==> src/rtl/vc_input_unit.sv <==
// vc_input_unit: per-input-port virtual-channel buffer for the mesh router.
// Each VC owns a small flit FIFO and an IDLE/ROUTING/VC_ALLOC/ACTIVE state
// machine with XY route compute, VA/SA handshakes and upstream credit return.
module vc_input_unit #(
    parameter int NUM_PORTS       = 5,
    parameter int NUM_VC          = 4,
    parameter int VC_DEPTH        = 4,
    parameter int FLIT_W          = 32,
    parameter int NUM_ROUTERS     = 16,
    parameter int ROUTERS_PER_ROW = 4,
    parameter int ROUTER_ID       = 0,
    parameter int ROUTER_ID_BITS  = $clog2(NUM_ROUTERS),
    parameter int PORT_BITS       = $clog2(NUM_PORTS),
    parameter int VC_BITS         = $clog2(NUM_VC)
) (
    input  logic                          clk,
    input  logic                          reset,
    input  logic                          i_in_valid,
    input  logic [VC_BITS-1:0]            i_in_vc,
    input  logic [FLIT_W-1:0]             i_in_flit,
    output logic [NUM_VC-1:0]             o_vc_req,
    output logic [NUM_VC*PORT_BITS-1:0]   o_vc_route,
    input  logic [NUM_VC-1:0]             i_va_grant,
    input  logic [NUM_VC*VC_BITS-1:0]     i_va_out_vc,
    output logic [NUM_VC-1:0]             o_sa_req,
    input  logic [NUM_VC-1:0]             i_sa_grant,
    output logic                          o_out_valid,
    output logic [FLIT_W-1:0]             o_out_flit,
    output logic [PORT_BITS-1:0]          o_out_port,
    output logic [VC_BITS-1:0]            o_out_vc,
    output logic                          o_credit_valid,
    output logic [VC_BITS-1:0]            o_credit_vc,
    output logic                          o_protocol_error
);
    localparam int PTR_W = $clog2(VC_DEPTH);
    localparam int CNT_W = PTR_W + 1;

    localparam logic [1:0] ST_IDLE     = 2'd0;
    localparam logic [1:0] ST_ROUTING  = 2'd1;
    localparam logic [1:0] ST_VC_ALLOC = 2'd2;
    localparam logic [1:0] ST_ACTIVE   = 2'd3;

    localparam int CUR_ROW = ROUTER_ID / ROUTERS_PER_ROW;
    localparam int CUR_COL = ROUTER_ID % ROUTERS_PER_ROW;

    // Dimension-ordered routing: resolve the column first, then the row.
    function automatic logic [PORT_BITS-1:0] xy_route(input logic [ROUTER_ID_BITS-1:0] dest);
        int d_row;
        int d_col;
        d_row = int'(dest) / ROUTERS_PER_ROW;
        d_col = int'(dest) % ROUTERS_PER_ROW;
        if (d_col > CUR_COL)      return PORT_BITS'(3);
        else if (d_col < CUR_COL) return PORT_BITS'(2);
        else if (d_row > CUR_ROW) return PORT_BITS'(1);
        else if (d_row < CUR_ROW) return PORT_BITS'(0);
        else                      return PORT_BITS'(4);
    endfunction

    // Lowest set bit wins; used to serialise switch grants to one pop per cycle.
    function automatic logic [VC_BITS-1:0] lowest_idx(input logic [NUM_VC-1:0] g);
        logic [VC_BITS-1:0] idx;
        idx = {VC_BITS{1'b0}};
        for (int i = NUM_VC - 1; i >= 0; i--) begin
            if (g[i]) idx = VC_BITS'(i);
        end
        return idx;
    endfunction

    logic [FLIT_W-1:0]    r_mem   [NUM_VC][VC_DEPTH];
    logic [PTR_W-1:0]     r_wptr  [NUM_VC];
    logic [PTR_W-1:0]     r_rptr  [NUM_VC];
    logic [CNT_W-1:0]     r_count [NUM_VC];
    logic [1:0]           r_state [NUM_VC];
    logic [PORT_BITS-1:0] r_route [NUM_VC];
    logic [VC_BITS-1:0]   r_ovc   [NUM_VC];

    logic                 r_out_valid;
    logic [FLIT_W-1:0]    r_out_flit;
    logic [PORT_BITS-1:0] r_out_port;
    logic [VC_BITS-1:0]   r_out_vc;
    logic                 r_credit_valid;
    logic [VC_BITS-1:0]   r_credit_vc;
    logic                 r_perr;

    logic [FLIT_W-1:0]    w_front   [NUM_VC];
    logic [CNT_W-1:0]     w_cnt_nxt [NUM_VC];
    logic [NUM_VC-1:0]    w_vc_req;
    logic [NUM_VC-1:0]    w_sa_req;
    logic [NUM_VC-1:0]    w_gnt;
    logic                 w_pop;
    logic [VC_BITS-1:0]   w_pop_vc;
    logic [FLIT_W-1:0]    w_pop_flit;
    logic                 w_pop_tail;
    logic                 w_push_full;
    logic                 w_push;
    logic                 w_multi_gnt;
    logic                 w_bad_head;

    // Per-VC decode of registered state: front flit, requests, next occupancy.
    always_comb begin
        w_bad_head = 1'b0;
        for (int v = 0; v < NUM_VC; v++) begin
            w_front[v]   = r_mem[v][r_rptr[v]];
            w_vc_req[v]  = (r_state[v] == ST_VC_ALLOC);
            w_sa_req[v]  = (r_state[v] == ST_ACTIVE) && (r_count[v] != {CNT_W{1'b0}});
            w_cnt_nxt[v] = r_count[v]
                         + CNT_W'(w_push && (i_in_vc == VC_BITS'(v)))
                         - CNT_W'(w_pop && (w_pop_vc == VC_BITS'(v)));
            w_bad_head   = w_bad_head | ((r_state[v] == ST_IDLE) &&
                           (r_count[v] != {CNT_W{1'b0}}) && !w_front[v][FLIT_W-2]);
            o_vc_route[v*PORT_BITS +: PORT_BITS] = r_route[v];
        end
    end

    // Write admission and grant arbitration; fullness uses the pre-pop count.
    always_comb begin
        w_push_full = (r_count[i_in_vc] == CNT_W'(VC_DEPTH));
        w_push      = i_in_valid && !w_push_full;
        w_gnt       = i_sa_grant & w_sa_req;
        w_pop       = (w_gnt != {NUM_VC{1'b0}});
        w_pop_vc    = lowest_idx(w_gnt);
        w_pop_flit  = w_front[w_pop_vc];
        w_pop_tail  = w_pop_flit[FLIT_W-1];
        w_multi_gnt = ((i_sa_grant & (i_sa_grant - NUM_VC'(1))) != {NUM_VC{1'b0}});
    end

    assign o_vc_req         = w_vc_req;
    assign o_sa_req         = w_sa_req;
    assign o_out_valid      = r_out_valid;
    assign o_out_flit       = r_out_flit;
    assign o_out_port       = r_out_port;
    assign o_out_vc         = r_out_vc;
    assign o_credit_valid   = r_credit_valid;
    assign o_credit_vc      = r_credit_vc;
    assign o_protocol_error = r_perr;

    // Flit storage; contents need no reset because the pointers gate every read.
    always_ff @(posedge clk) begin
        if (w_push) begin
            r_mem[i_in_vc][r_wptr[i_in_vc]] <= i_in_flit;
        end
    end

    // Pointers, occupancy and the per-VC state machines.
    always_ff @(posedge clk) begin
        if (reset) begin
            for (int v = 0; v < NUM_VC; v++) begin
                r_wptr[v]  <= {PTR_W{1'b0}};
                r_rptr[v]  <= {PTR_W{1'b0}};
                r_count[v] <= {CNT_W{1'b0}};
                r_state[v] <= ST_IDLE;
                r_route[v] <= {PORT_BITS{1'b0}};
                r_ovc[v]   <= {VC_BITS{1'b0}};
            end
        end else begin
            for (int v = 0; v < NUM_VC; v++) begin
                if (w_push && (i_in_vc == VC_BITS'(v))) r_wptr[v] <= r_wptr[v] + PTR_W'(1);
                if (w_pop && (w_pop_vc == VC_BITS'(v))) r_rptr[v] <= r_rptr[v] + PTR_W'(1);
                r_count[v] <= w_cnt_nxt[v];
                case (r_state[v])
                    ST_IDLE: begin
                        if (r_count[v] != {CNT_W{1'b0}}) r_state[v] <= ST_ROUTING;
                    end
                    ST_ROUTING: begin
                        r_route[v] <= xy_route(w_front[v][FLIT_W-3 -: ROUTER_ID_BITS]);
                        r_state[v] <= ST_VC_ALLOC;
                    end
                    ST_VC_ALLOC: begin
                        if (i_va_grant[v]) begin
                            r_ovc[v]   <= i_va_out_vc[v*VC_BITS +: VC_BITS];
                            r_state[v] <= ST_ACTIVE;
                        end
                    end
                    ST_ACTIVE: begin
                        if (w_pop && (w_pop_vc == VC_BITS'(v)) && w_pop_tail) begin
                            r_state[v] <= (w_cnt_nxt[v] != {CNT_W{1'b0}}) ? ST_ROUTING : ST_IDLE;
                        end
                    end
                    default: r_state[v] <= ST_IDLE;
                endcase
            end
        end
    end

    // Registered crossbar output, credit return and sticky protocol error.
    always_ff @(posedge clk) begin
        if (reset) begin
            r_out_valid    <= 1'b0;
            r_out_flit     <= {FLIT_W{1'b0}};
            r_out_port     <= {PORT_BITS{1'b0}};
            r_out_vc       <= {VC_BITS{1'b0}};
            r_credit_valid <= 1'b0;
            r_credit_vc    <= {VC_BITS{1'b0}};
            r_perr         <= 1'b0;
        end else begin
            r_perr <= r_perr | (i_in_valid & w_push_full) | w_multi_gnt | w_bad_head;
            if (w_pop) begin
                r_out_valid    <= 1'b1;
                r_out_flit     <= w_pop_flit;
                r_out_port     <= r_route[w_pop_vc];
                r_out_vc       <= r_ovc[w_pop_vc];
                r_credit_valid <= 1'b1;
                r_credit_vc    <= w_pop_vc;
            end else begin
                r_out_valid    <= 1'b0;
                r_credit_valid <= 1'b0;
            end
        end
    end
endmodule
==> config.mk <==
export PLATFORM = sky130hd
export DESIGN_NAME = vc_input_unit
export DESIGN_NICKNAME = d
export VERILOG_FILES = /design/src/rtl/vc_input_unit.sv
export SDC_FILE = /design/constraint.sdc
export NUM_CORES = 1
export LEC_CHECK = 0
export ABC_AREA = 1
export BUFFER_PORTS_ARGS = -buffer_cell sky130_fd_sc_hd__buf_4
export CAP_MARGIN = 0
export CORE_MARGIN = 2
export CORE_UTILIZATION = 30
export CTS_CLUSTER_DIAMETER = 200
export CTS_CLUSTER_SIZE = 40
export DETAILED_ROUTE_END_ITERATION = 6
export PLACE_DENSITY = 0.46
export REMOVE_ABC_BUFFERS = 1
export SYNTH_ARGS = -nofsm -noshare
export SYNTH_HDL_FRONTEND = slang
export SYNTH_SLANG_ARGS = --single-unit
==> constraint.sdc <==
create_clock -name clk -period 3.8 [get_ports clk]
set_input_delay 0.76 -clock clk [delete_from_list [all_inputs] [get_ports clk]]
set_output_delay 0.76 -clock clk [all_outputs]
set_load 0.02 [all_outputs]
### After elaboration in Yosys (flattened, before gate mapping)

Memories as Yosys holds them, arrays and structs flattened. A register that Yosys moved wholly into a read port is not among the register bits.
Index checks and enable logic that the tools add are counted.

| word-level totals | value |
|---|---|
| word-level logic and storage cells | 343 |
| register bits | 36 |
| memories kept | 7 |
| input bits | 53 |
| memory bits (writable) | 568 |
| output and inout port bits | 62 |

| operators by class | value |
|---|---|
| magnitude comparators | 23 |
| bitwise logic cells | 51 |
| reductions and logical operators | 47 |
| mux-type cells | 175 |
| equality and inequality tests | 19 |
| $add $sub $neg | 17 |

Memories:

| memory | depth | bits a word | read ports | clocked after Yosys merged registers in | wr ports | RTL line | RTL |
|---|---|---|---|---|---|---|---|
| r_mem | 4 | 128 | 4 | 0 | 1 | 69 | `logic [FLIT_W-1:0] r_mem [NUM_VC][VC_DEPTH];` |
| r_count | 4 | 3 | 5 | 0 | 4 | 72 | `logic [CNT_W-1:0] r_count [NUM_VC];` |
| r_route | 4 | 3 | 5 | 1 | 4 | 74 | `logic [PORT_BITS-1:0] r_route [NUM_VC];` |
| r_ovc | 4 | 2 | 1 | 1 | 4 | 75 | `logic [VC_BITS-1:0] r_ovc [NUM_VC];` |
| r_rptr | 4 | 2 | 4 | 0 | 4 | 71 | `logic [PTR_W-1:0] r_rptr [NUM_VC];` |
| r_state | 4 | 2 | 4 | 0 | 4 | 73 | `logic [1:0] r_state [NUM_VC];` |
| 1 more memories | n/a | n/a | n/a | n/a | n/a | n/a |  |

Operators by type and width:

| operator | count |
|---|---|
| 32-bit 2-to-1 mux | 11 |
| 32-bit binary-select mux with 2-bit select | 5 |
| 128-bit 2-to-1 mux | 1 |
| 3-bit 2-to-1 mux | 32 |
| 1-bit 2-to-1 mux | 93 |
| 32-bit demux with 2-bit select | 1 |
| 2-bit 2-to-1 mux | 32 |
| 1-bit bitwise OR | 42 |
| 1-bit logical AND | 26 |
| 2-bit == test (second input constant) | 12 |
| 3-bit nonzero test | 8 |
| 3-bit greater-or-equal comparator (second input constant) | 6 |
| 2-bit inverter with 3-bit output | 6 |
| 2-bit by 1-bit adder with 2-bit output (second input constant) | 8 |
| 2-bit by 1-bit greater-than comparator with 1-bit output (second input constant) | 8 |
| 2-bit by 1-bit less-than comparator with 1-bit output (second input constant) | 8 |
| 3-bit by 1-bit adder with 3-bit output | 4 |
| 2-bit by 1-bit == test with 1-bit output (second input constant) | 6 |
| 2-bit zero test | 6 |
| 3-bit by 1-bit subtractor with 3-bit output | 4 |
| 4-bit AND | 2 |
| 4-bit nonzero test | 2 |
| 1-bit zero test | 5 |
| 4-bit by 1-bit subtractor with 4-bit output (second input constant) | 1 |
| 3 further kinds | 3 |

### Depth between registers and ports, before layout

Gate-level depths: netlist of run 1.

| depth | value |
|---|---|
| depth in word-level cells | 17 |
| mapped depth | 16 |

### Least setup slack after synthesis of run 1

Ideal clock, no wire load.

| timing path | value |
|---|---|
| path kind | input to register |
| from | input port i_in_vc[1] |
| to | memory r_mem[0][0] (netlist name) (enable) |
| arrival | 2.935 ns |
| setup slack | 0.444 ns |
| buffers on the path | 0 |
| library setup time | 0.421 ns |
| stages on the path | 9 |
| data required time | 3.379 ns |
| path through | inv_1 nand2_1 inv_1 nand2_1 nand4_1 nand2_1 nor2_1 nand2_1 nor2_1 |

| on the way | value |
|---|---|
| longest elaborated chain between the ends | 7 |
| elaborated cells between the ends (all ways) | 13 |

RTL lines:

| what | RTL line | RTL |
|---|---|---|
| start, declared | 19 | `input logic [VC_BITS-1:0] i_in_vc,` |
| memory read 4 x 2 bit | n/a |  |
| 2-bit inverter with 3-bit output (not written as such) | 140 | `r_mem[i_in_vc][r_wptr[i_in_vc]] <= i_in_flit;` |
| 3-bit greater-or-equal comparator (not written as such) / 3-bit by 1-bit less-than comparator with 1-bit output (equally long branches) | 140 |  |
| 1-bit logical AND (not written as such) | 140 |  |
| 32-bit 2-to-1 mux (not written as such) | 140 |  |
| 32-bit demux with 2-bit select | 140 |  |
| 128-bit 2-to-1 mux (not written as such) | 140 |  |
| end, declared | 69 |  |

Several ways; a longest one is shown, not always the timed one.

==> impl_metrics.py, run 1 <==
metrics = {
    "global_route": {
        "grt_pass1_vias": 15700,
        "antenna_found_initial": 1,
        "overflow": 0,
        "grt_usage": 0.161,
        "grt_pass1_wl_microns": 103000,
        "grt_start_max_net_pins": 65,
    },
    "worst_setup_path": {
        "reg2reg_to": "r_state[0][0]",
        "crit_required_ns": 4.17,
        "critPathLaunchType": "flip-flop",
        "cp.arrival_ns": 3.09,
        "r2r_start": "r_state[0][1]",
        "cp-end-kind": "flip-flop",
        "reg2reg_slack_ns": 1.08,
        "critical_path_class": "flip-flop to flip-flop",
        "crit_start": "r_state[0][1]",
        "worstRegToRegCells": 14,
        "path_max_fanout": 18,
    },
    "detailed_routing": {
        "ant_nets": 0,
        "drt-total-wl_microns": 69700,
        "num_vias": 15900,
        "wl_per_cell_microns": 21.5,
        "drt_first_pass_iters": 5,
        "viasPerCell": 4.90,
        "drt_iter0_markers": 1197,
        "drcViolationCount": 0,
    },
    "sta": {
        "whs_ns": 0.470,
        "drv_slew": 0,
        "period_minus_slack_ns": 2.72,
        "relSlewSlack": 0.463,
        "setup_viol": 0,
        "fin_crit_sh": 0.717,
        "rsz0062_at_grt": "false",
        "tightest_slew_ns": 0.806,
        "skew_ns": 0.0594,
        "fin_tns_setup_ns": 0,
        "hold_viol_final": 0,
        "fmax_mhz": 367,
    },
    "power": {
        "pwr_density_cell_nw_per_um2": 423,
        "peakVddDrop_mv": 0.270,
        "p_leak_nw": 9.39,
        "fin_total_pwr_mw": 11.7,
    },
    "die": {
        "io_pins": 115,
        "start_util": 0.302,
        "core_sq_um": 81800,
        "die_area_sq_um": 84800,
        "die_x_microns": 291,
        "num_rows": 105,
        "chipHeight_microns": 291,
    },
    "synth": {
        "netlist.area_leader.share": 0.675,
        "netlist_instances": 2082,
        "avgSynthCellArea_sq_um": 11.9,
        "synth_area_leader_cell": "edfxtp_1",
        "seq_area_frac_synth": 0.718,
        "syn_area_sq_um": 24700,
        "synth_cell_types": 42,
        "yosys-top-cells-area": "edfxtp_1 67%, nor2_1 5.9%, o21ai_0 4.9%",
        "yosys_warnings": 0,
        "ys_ff_latch": 609,
    },
    "clocking": {
        "path_clk_slew_ns": 0.15,
        "clockBufferDepth": 3,
        "ctsHoldBuffers": 0,
        "ctsResizeCount": 0,
        "h-tree-depth": 1,
        "cts_made_buffers": 19,
        "cts_root_buffer": "clkbuf_16",
        "clock_latency_ns": 0.59,
        "post_cts_buffers": 0,
        "cts_tree": "done",
        "clock-sinks": 609,
    },
    "placement": {
        "dp_cells": 3206,
        "hpwlAfterDp_microns": 44000,
        "port_buffers": 114,
        "gp_congestion": 0.799,
    },
    "min_path": {
        "hold_path_depth": 3,
        "worstHoldStart": "i_va_out_vc[5]",
        "holdCritPathClass": "input pin to flip-flop",
        "hold-path-endpoint": "r_ovc[2][1]",
    },
    "job": {
        "cap_violations": 0,
    },
    "cells_and_area": {
        "layout.nets": 2222,
        "final_cells": 3239,
        "post-route-util": 0.337,
        "syn2layout_area_growth_pct": 11.5,
        "layout-drive-gt1-share": 0.111,
    },
    "outcome": {
        "status": "finished clean",
    },
}
layout by cell type, fill, tap and decap left out, types with 2 or more instances in the layout:
| cell type | netlist | routed |
|---|---|---|
| inv_1 | 83 | 82 |
| or2_2 | 2 | 2 |
| nand2_2 | 5 | 6 |
| nand3b_1 | 15 | 15 |
| o22a_1 | 6 | 6 |
| nor2_4 | 3 | 20 |
| buf_4 | 7 | 158 |
| o21ai_1 | 2 | 2 |
| buf_12 | 0 | 10 |
| clkinv_1 | 4 | 4 |
| fa_1 | 4 | 4 |
| nand2_1 | 267 | 266 |
| o22ai_1 | 66 | 66 |
| edfxtp_1 | 556 | 556 |
| o21ai_0 | 241 | 241 |
| nand4_1 | 5 | 5 |
| clkbuf_1 | 58 | 12 |
| a32o_1 | 19 | 19 |
| nor2_1 | 386 | 370 |
| ha_1 | 8 | 8 |
| inv_2 | 15 | 16 |
| o21a_1 | 16 | 16 |
| clkbuf_16 | 0 | 19 |
| a21oi_1 | 89 | 89 |
| nor3_1 | 14 | 14 |
| xnor2_1 | 8 | 8 |
| nand3_1 | 74 | 74 |
| a31oi_1 | 5 | 5 |
| dfxtp_1 | 53 | 53 |
| a32oi_1 | 4 | 4 |
| xor2_1 | 4 | 4 |
| nand3_2 | 4 | 4 |
cells by family (layout without fill, tap and decap cells):
kind of cell    count (synthesis)  in the layout  synth area share
flops                         609            609             0.718
other cells                     0              1                 0
simple gates                  783            783             0.131
xor+xnor                       12             12           0.00425
compound gates                450            450             0.102
fa+ha+maj                      12             12           0.00728
buf+inv                       216            302            0.0385
stage by stage:
stage / worst slack, ns / area [sq um]
CTS: 1.06 / 27600
global route: 0.880 / 27600
detailed placement: 0.573 / 27000
global placement: 0.615 / 27000
floorplan: 0.168 / 24200
finish: 1.08 / 27600
Yosys cell counts (all sizes together):
master / n
a211oi: 1
a21oi: 89
a22oi: 1
a31oi: 5
a32o: 19
a32oi: 4
and3: 1
buf: 56
clkbuf: 58
clkinv: 4
dfxtp: 53
edfxtp: 556
fa: 4
ha: 8
inv: 98
nand2: 273
nand2b: 1
nand3: 79
nand3b: 15
nand4: 6
nor2: 391
nor3: 14
nor4: 1
o21a: 16
o21ai: 243
o22a: 6
o22ai: 66
or2: 2
xnor2: 8
xor2: 4
flip-flops by register name, indices dropped and copies added, names as in the netlist:
signal	cells
o_credit_vc	2
o_protocol_error	1
r_rptr	8
o_credit_valid	1
r_ovc	8
o_out_vc	2
o_out_flit	32
r_count	12
r_state	8
o_out_port	3
r_mem	512
r_wptr	8
r_route	12
how the worst max path moves through the flow:
stage / end / slack (ns) / cells past startpoint
floorplan: r_state[2][0] / 0.17 / 12
global placement: r_mem[1][35] / 0.62 / 10
detailed placement: r_mem[1][49] / 0.57 / 10
CTS: r_state[0][0] / 1.06 / 14
global route: r_state[0][0] / 0.88 / 14
finish: r_state[0][0] / 1.08 / 14
area by class of cell:
| class | count | area (sq um) |
|---|---|---|
| fillers | 8127 | 54300 |
| well taps | 1070 | 1340 |
| repair buffers | 168 | 1390 |
| diodes | 1 | 2.50 |
| flip-flops and latches | 609 | 17800 |
| clock inverters | 1 | 30.0 |
| multi-input cells | 1257 | 6170 |
| inverters | 102 | 383 |
| clock buffers | 31 | 520 |
power by group:
part | switching [mW] | total (mW) | internal (mW)
registers | 0.0872 | 7.57 | 7.49
clock network | 1.94 | 2.92 | 0.980
logic | 0.826 | 1.19 | 0.359
total | 2.86 | 11.7 | 8.82
critical path, stage by stage (launching register included):
cell and delay (ns):
edfxtp_1 0.47, nand2_1 0.12, clkinv_1 0.08, nand3_2 0.15
inv_2 0.05, buf_4 0.22, ha_1 0.31, inv_1 0.04
ha_1 0.20, fa_1 0.40, xor2_1 0.17, inv_1 0.07
nand3_1 0.07, nand4_1 0.09, nand2_1 0.06
routing by layer:
metal | track usage | up-vias | wire length (microns) | part of all wire
met2 | 0.277 | 335 | 34000 | 0.49
met5 | 0 | - | 0 | 0
met1 | 0.225 | 8006 | 31700 | 0.45
li1 | - | 7490 | - | -
met4 | 0.0229 | 0 | 753 | 0.011
met3 | 0.0163 | 36 | 3360 | 0.048
Note: power is estimated with default switching activity, not from simulation.
==> run 2, diff against run 1 <==
==> constraint.sdc (replaced) <==
create_clock -name clk -period 2.7 [get_ports clk]
set_input_delay 0.54 -clock clk [delete_from_list [all_inputs] [get_ports clk]]
set_output_delay 0.54 -clock clk [all_outputs]
set_load 0.02 [all_outputs]
==> run 2 against run 1 <==
Sequential share of layout area shrank 1.5 points. Routed wire length rose by 2.9%. Design area is 2.4% higher. Die area stayed put. Power is 42% higher. Via count is 1.8% higher. Clock power grew 43%. Maximum frequency up 5.3%. Hold slack got worse by 0.22 ns. Sequential cell count is the same. Critical path depth is 1 higher. Register-to-register slack got worse by 0.96 ns. Largest power group unchanged. Critical path type unchanged.
==> impl_metrics.py, run 2 (same netlist as run 1, synthesis figures left out) <==
metrics = {
    "outcome": {
        "status": "finished clean",
    },
    "worst_setup_path": {
        "cp_top_family": "adder cells",
        "cp.arrival_ns": 2.95,
        "reg2reg_slack_ns": 0.11,
        "cp_cell_sequence": "nand2_2, clkinv_1, nand3_4, buf_4, nand2_4, nor2_4, ha_1, inv_1, ha_1, fa_1, xor2_1, inv_1, nand3_1, nand4_1, nand2_1",
        "critical_path_class": "flip-flop to flip-flop",
        "cp-end-kind": "flip-flop",
        "path_max_fanout": 5,
        "reg2reg_to": "r_state[2][0]",
        "max_stage_delay_ns": 0.45,
        "crit_buf_inv": 4,
        "crit_start": "r_state[0][1]",
        "crit_end": "r_state[2][0]",
        "path_depth": 15,
        "cp_slowest_cell": "edfxtp_1",
        "worstRegToRegCells": 15,
        "critPathLaunchType": "flip-flop",
        "crit_required_ns": 3.07,
        "r2r_start": "r_state[0][1]",
    },
    "global_route": {
        "grt_usage": 0.166,
        "grt_start_max_net_pins": 59,
        "grt_pass1_wl_microns": 106000,
        "grt_pass1_vias": 15700,
        "antenna_found_initial": 2,
        "overflow": 0,
    },
    "sta": {
        "tightest_slew_ns": 0.695,
        "skew_ns": 0.0588,
        "fmax_mhz": 387,
        "relSlewSlack": 0.532,
        "drv_slew": 0,
        "period_minus_slack_ns": 2.59,
        "setup_viol": 0,
        "fin_crit_sh": 0.958,
        "hold_viol_final": 0,
        "fin_tns_setup_ns": 0,
    },
    "cells_and_area": {
        "antennaDiodeCount": 0,
        "layout.nets": 2275,
        "post-route-util": 0.345,
        "layout_commonest_cell": "edfxtp_1",
        "final_cells": 3292,
        "largest_reg_flops": 512,
        "layout-drive-gt1-share": 0.134,
        "syn2layout_area_growth_pct": 14.2,
        "layout_common_cells": "556 x edfxtp_1, 370 x nor2_1, 265 x nand2_1",
    },
    "power": {
        "p_leak_nw": 9.71,
        "peakVddDrop_mv": 0.379,
        "pwr_density_cell_nw_per_um2": 588,
    },
    "detailed_routing": {
        "drt_first_pass_iters": 5,
        "drcViolationCount": 0,
        "ant_nets": 0,
        "num_vias": 16100,
        "drt-total-wl_microns": 71800,
        "viasPerCell": 4.90,
        "wl_per_cell_microns": 21.8,
        "drt_iter0_markers": 1220,
    },
    "clocking": {
        "cts_made_buffers": 19,
        "clock-sinks": 609,
        "cts_tree": "done",
        "clock_latency_ns": 0.61,
        "cts_root_buffer": "clkbuf_16",
        "clockBufferDepth": 3,
        "path_clk_slew_ns": 0.15,
        "ctsHoldBuffers": 0,
        "h-tree-depth": 1,
    },
    "die": {
        "core_sq_um": 81800,
        "die_x_microns": 291,
        "num_rows": 105,
        "start_util": 0.302,
        "chipHeight_microns": 291,
        "die_area_sq_um": 84800,
        "io_pins": 115,
    },
    "placement": {
        "hpwlAfterDp_microns": 47700,
        "port_buffers": 114,
        "dp_cells": 3256,
        "gp_congestion": 0.802,
    },
    "min_path": {
        "hold_path_depth": 3,
        "holdCritPathClass": "input pin to flip-flop",
    },
    "job": {
        "cap_violations": 0,
    },
}
[run 2: changes by cell type in the layout (fill, tap and decap cells not counted)]
| cell | delta |
|---|---|
| buf_12 | +19 |
| buf_4 | +34 |
| diode_2 | -1 |
| fa_1 | -1 |
| fa_2 | +1 |
| inv_6 | +1 |
| nand2_1 | -1 |
| nand2_2 | +1 |
| nand3_1 | -1 |
| nand3_2 | -1 |
| nand3_4 | +2 |
[run 2: worst min-delay path by stage]
| stage | from | to | slack, ns |
|---|---|---|---|
| detailed placement | r_ovc[3][0] | o_out_vc[0] | 0.51 |
| CTS | i_va_out_vc[4] | r_ovc[2][0] | 0.22 |
| global route | i_va_out_vc[4] | r_ovc[2][0] | 0.24 |
| global placement | r_ovc[3][1] | o_out_vc[1] | 0.51 |
| floorplan | r_ovc[3][0] | o_out_vc[0] | 0.48 |
| finish | i_va_out_vc[4] | r_ovc[2][0] | 0.25 |
[run 2: final cells by class]
class / instances / area (sq um)
Clock buffer: 31 / 520
Clock inverter: 2 / 38.8
Fill cell: 8110 / 53600
Inverter: 102 / 383
Multi-Input combinational cell: 1257 / 6190
Sequential cell: 609 / 17800
Tap cell: 1070 / 1340
Timing Repair Buffer: 221 / 2020
[run 2: where the power goes]
part / switching [mW] / internal, mW
clock network: 2.79 / 1.38
registers: 0.120 / 10.5
logic: 1.22 / 0.571
total: 4.13 / 12.5
[run 2: worst register-to-register path: stages, from the launching register on]
cell and delay, ns:
edfxtp_1 0.45, nand2_2 0.09, clkinv_1 0.08, nand3_4 0.11, buf_4 0.16, nand2_4 0.07
nor2_4 0.04, ha_1 0.27, inv_1 0.04, ha_1 0.21, fa_1 0.40, xor2_1 0.17
inv_1 0.08, nand3_1 0.07, nand4_1 0.09, nand2_1 0.05
[run 2: per-layer routing]
metal / global-route usage / wire length, microns / vias up
met4: 0.0222 / 755 / 2
met5: 0 / 12 / -
met2: 0.275 / 33800 / 374
met1: 0.237 / 33600 / 8143
met3: 0.0217 / 3540 / 39
li1: - / - / 7589
[run 2: per-stage QoR]
| step | power (mW) | instance area [sq um] | worst slack (ns) | hold slack (ns) |
|---|---|---|---|---|
| floorplan | 11.7 | 24200 | -0.742 | 0.480 |
| global placement | 12.7 | 27600 | -0.0179 | 0.509 |
| detailed placement | 12.7 | 27600 | -0.0534 | 0.512 |
| CTS | 16.8 | 28200 | 0.00149 | 0.217 |
| global route | 17.2 | 28300 | -0.00232 | 0.239 |
| finish | 16.6 | 28300 | 0.113 | 0.246 |
[run 2: what timing repair did]
item                                    CTS  global route
buffers inserted                          0             3
endpoints found under the setup margin    0             4
gates resized for setup                   0             5
==> run 3, diff against run 2 <==
--- a/config.mk
+++ b/config.mk
@@ -9,11 +9,11 @@
 export BUFFER_PORTS_ARGS = -buffer_cell sky130_fd_sc_hd__buf_4
 export CAP_MARGIN = 0
 export CORE_MARGIN = 2
-export CORE_UTILIZATION = 30
+export CORE_UTILIZATION = 40
 export CTS_CLUSTER_DIAMETER = 200
 export CTS_CLUSTER_SIZE = 40
 export DETAILED_ROUTE_END_ITERATION = 6
-export PLACE_DENSITY = 0.46
+export PLACE_DENSITY = 0.57
 export REMOVE_ABC_BUFFERS = 1
 export SYNTH_ARGS = -nofsm -noshare
 export SYNTH_HDL_FRONTEND = slang
==> run 3 against run 2 <==
Clock power shrank 2%. Combinational power shrank 3%. Sequential power barely moved. Die area down 25%. Hold slack got worse by 0.0012 ns. Sequential cell count did not move. Maximum frequency grew 1.0%. Register-to-register slack better by 0.03 ns. First-iteration DRC count is 34% higher. Critical path depth decreased by 2. Utilization up 11 points. Sequential share of layout area increased by 1.2 points. Critical path type unchanged. Largest cell class unchanged. Largest power group unchanged.
==> impl_metrics.py, run 3 (same netlist as run 1, synthesis figures left out) <==
metrics = {
    "cells_and_area": {
        "antennaDiodeCount": 0,
        "fillers": 5591,
        "multiInputGateArea_sq_um": 6190,
        "layout_common_cells": "556 x edfxtp_1, 369 x nor2_1, 266 x nand2_1",
        "syn2layout_area_growth_pct": 12.0,
        "area.sequential_sq_um": 17800,
        "final_area_sq_um": 27700,
        "post-route-util": 0.451,
        "largest_reg_flops": 512,
        "final_cells": 2994,
        "layout-drive-gt1-share": 0.127,
        "layout.nets": 2256,
        "layout_commonest_cell": "edfxtp_1",
    },
    "sta": {
        "drv_slew": 0,
        "fin_tns_setup_ns": 0,
        "tightest_slew_ns": 0.824,
        "setup_viol": 0,
        "rsz0062_at_grt": "false",
        "skew_ns": 0.0523,
        "period_minus_slack_ns": 2.56,
        "fmax_mhz": 391,
        "relSlewSlack": 0.445,
        "fin_crit_sh": 0.948,
        "hold_viol_final": 0,
    },
    "placement": {
        "dp_cells": 2954,
        "placed_cell_area_sq_um": 27100,
        "port_buffers": 114,
        "gp_congestion": 0.820,
        "hpwlAfterDp_microns": 41400,
    },
    "worst_setup_path": {
        "crit_required_ns": 3.08,
        "critical_path_class": "flip-flop to flip-flop",
        "crit_end": "r_state[0][0]",
        "cp.arrival_ns": 2.94,
        "reg2reg_slack_ns": 0.14,
        "worstRegToRegCells": 13,
        "r2r_start": "r_state[0][0]",
        "critPathLaunchType": "flip-flop",
        "reg2reg_to": "r_state[0][0]",
        "crit_start": "r_state[0][0]",
        "cp-end-kind": "flip-flop",
        "path_max_fanout": 6,
    },
    "detailed_routing": {
        "num_vias": 16300,
        "viasPerCell": 5.44,
        "wl_per_cell_microns": 21.9,
        "drcViolationCount": 0,
        "ant_nets": 0,
        "drt_iter0_markers": 1629,
        "drt_first_pass_iters": 5,
        "drt-total-wl_microns": 65700,
    },
    "clocking": {
        "path_clk_slew_ns": 0.15,
        "clock-sinks": 609,
        "cts_tree": "done",
        "h-tree-depth": 1,
        "clock_latency_ns": 0.60,
        "clockBufferDepth": 3,
        "cts_root_buffer": "clkbuf_16",
        "cts_made_buffers": 19,
    },
    "global_route": {
        "grt_usage": 0.203,
        "antenna_found_initial": 2,
        "grt_pass1_wl_microns": 96900,
        "overflow": 0,
        "grt_pass1_vias": 15700,
        "grt_start_max_net_pins": 65,
    },
    "die": {
        "num_rows": 91,
        "chipHeight_microns": 253,
        "io_pins": 115,
        "core_sq_um": 61500,
        "die_area_sq_um": 63900,
        "die_x_microns": 253,
        "start_util": 0.403,
    },
    "power": {
        "pwr_density_cell_nw_per_um2": 594,
        "peakVddDrop_mv": 0.390,
        "p_leak_nw": 9.61,
        "fin_total_pwr_mw": 16.5,
    },
    "outcome": {
        "status": "finished clean",
    },
    "min_path": {
        "holdCritPathClass": "input pin to flip-flop",
    },
    "job": {
        "cap_violations": 0,
    },
}
==> run 3: cell type report <==
class	count	area share
timing repair buffer	202	0.0664
inverter	102	0.0138
clock buffer	32	0.0189
multi-input combinational	1257	0.223
tap	790	0.0356
sequential	609	0.641
clock inverter	2	0.00140
==> run 3: critical path, cell delays in order (launching register included) <==
cell,delay [ns]
edfxtp_1,0.44
nand2_1,0.12
clkinv_1,0.10
nand3_4,0.16
inv_2,0.09
ha_1,0.29
inv_1,0.04
ha_1,0.20
fa_1,0.40
xor2_1,0.17
inv_1,0.08
nand3_1,0.09
nand4_1,0.11
nand2_1,0.05
==> run 3: how the worst min path moves through the flow <==
stage | cells past startpoint | start | to | slack, ns
after detailed placement | 2 | o_credit_vc[0] | o_credit_vc[0] | 0.48
after CTS | 1 | i_in_flit[25] | r_mem[1][57] | 0.22
after global routing | 1 | i_in_flit[25] | r_mem[2][25] | 0.24
final | 1 | i_in_flit[25] | r_mem[2][25] | 0.24
after floorplan | 2 | r_ovc[3][0] | o_out_vc[0] | 0.48
after global placement | 2 | r_ovc[3][0] | o_out_vc[0] | 0.49
==> run 3: stage by stage <==
stage / setup slack (ns) / hold WS (ns)
2_1_floorplan: -0.742 / 0.480
6_report: 0.140 / 0.245
3_5_place_dp: -0.0529 / 0.482
5_1_grt: 0.00876 / 0.237
4_1_cts: 0.000949 / 0.220
3_3_place_gp: -0.0212 / 0.492
==> run 3: per-layer routing <==
layer / vias to the layer above / track usage / part of all wire
li1: 7554 / - / -
met1: 8088 / 0.288 / 0.44
met2: 571 / 0.325 / 0.45
met3: 73 / 0.0292 / 0.075
met4: 0 / 0.0590 / 0.028
met5: - / 0 / 0
==> run 3: power by group <==
| part | internal (mW) | leakage, nW | switching (mW) |
|---|---|---|---|
| Clock | 1.39 | 0.265 | 2.70 |
| Sequential | 10.5 | 5.51 | 0.118 |
| Combinational | 0.562 | 3.84 | 1.17 |
==> run 3: repair_timing <==
item,4_1_cts,5_1_grt
gates resized for setup,0,7
setup buffers,1,5
setup endpoints to repair,1,4
pin swaps,0,1
hold buffers,0,0
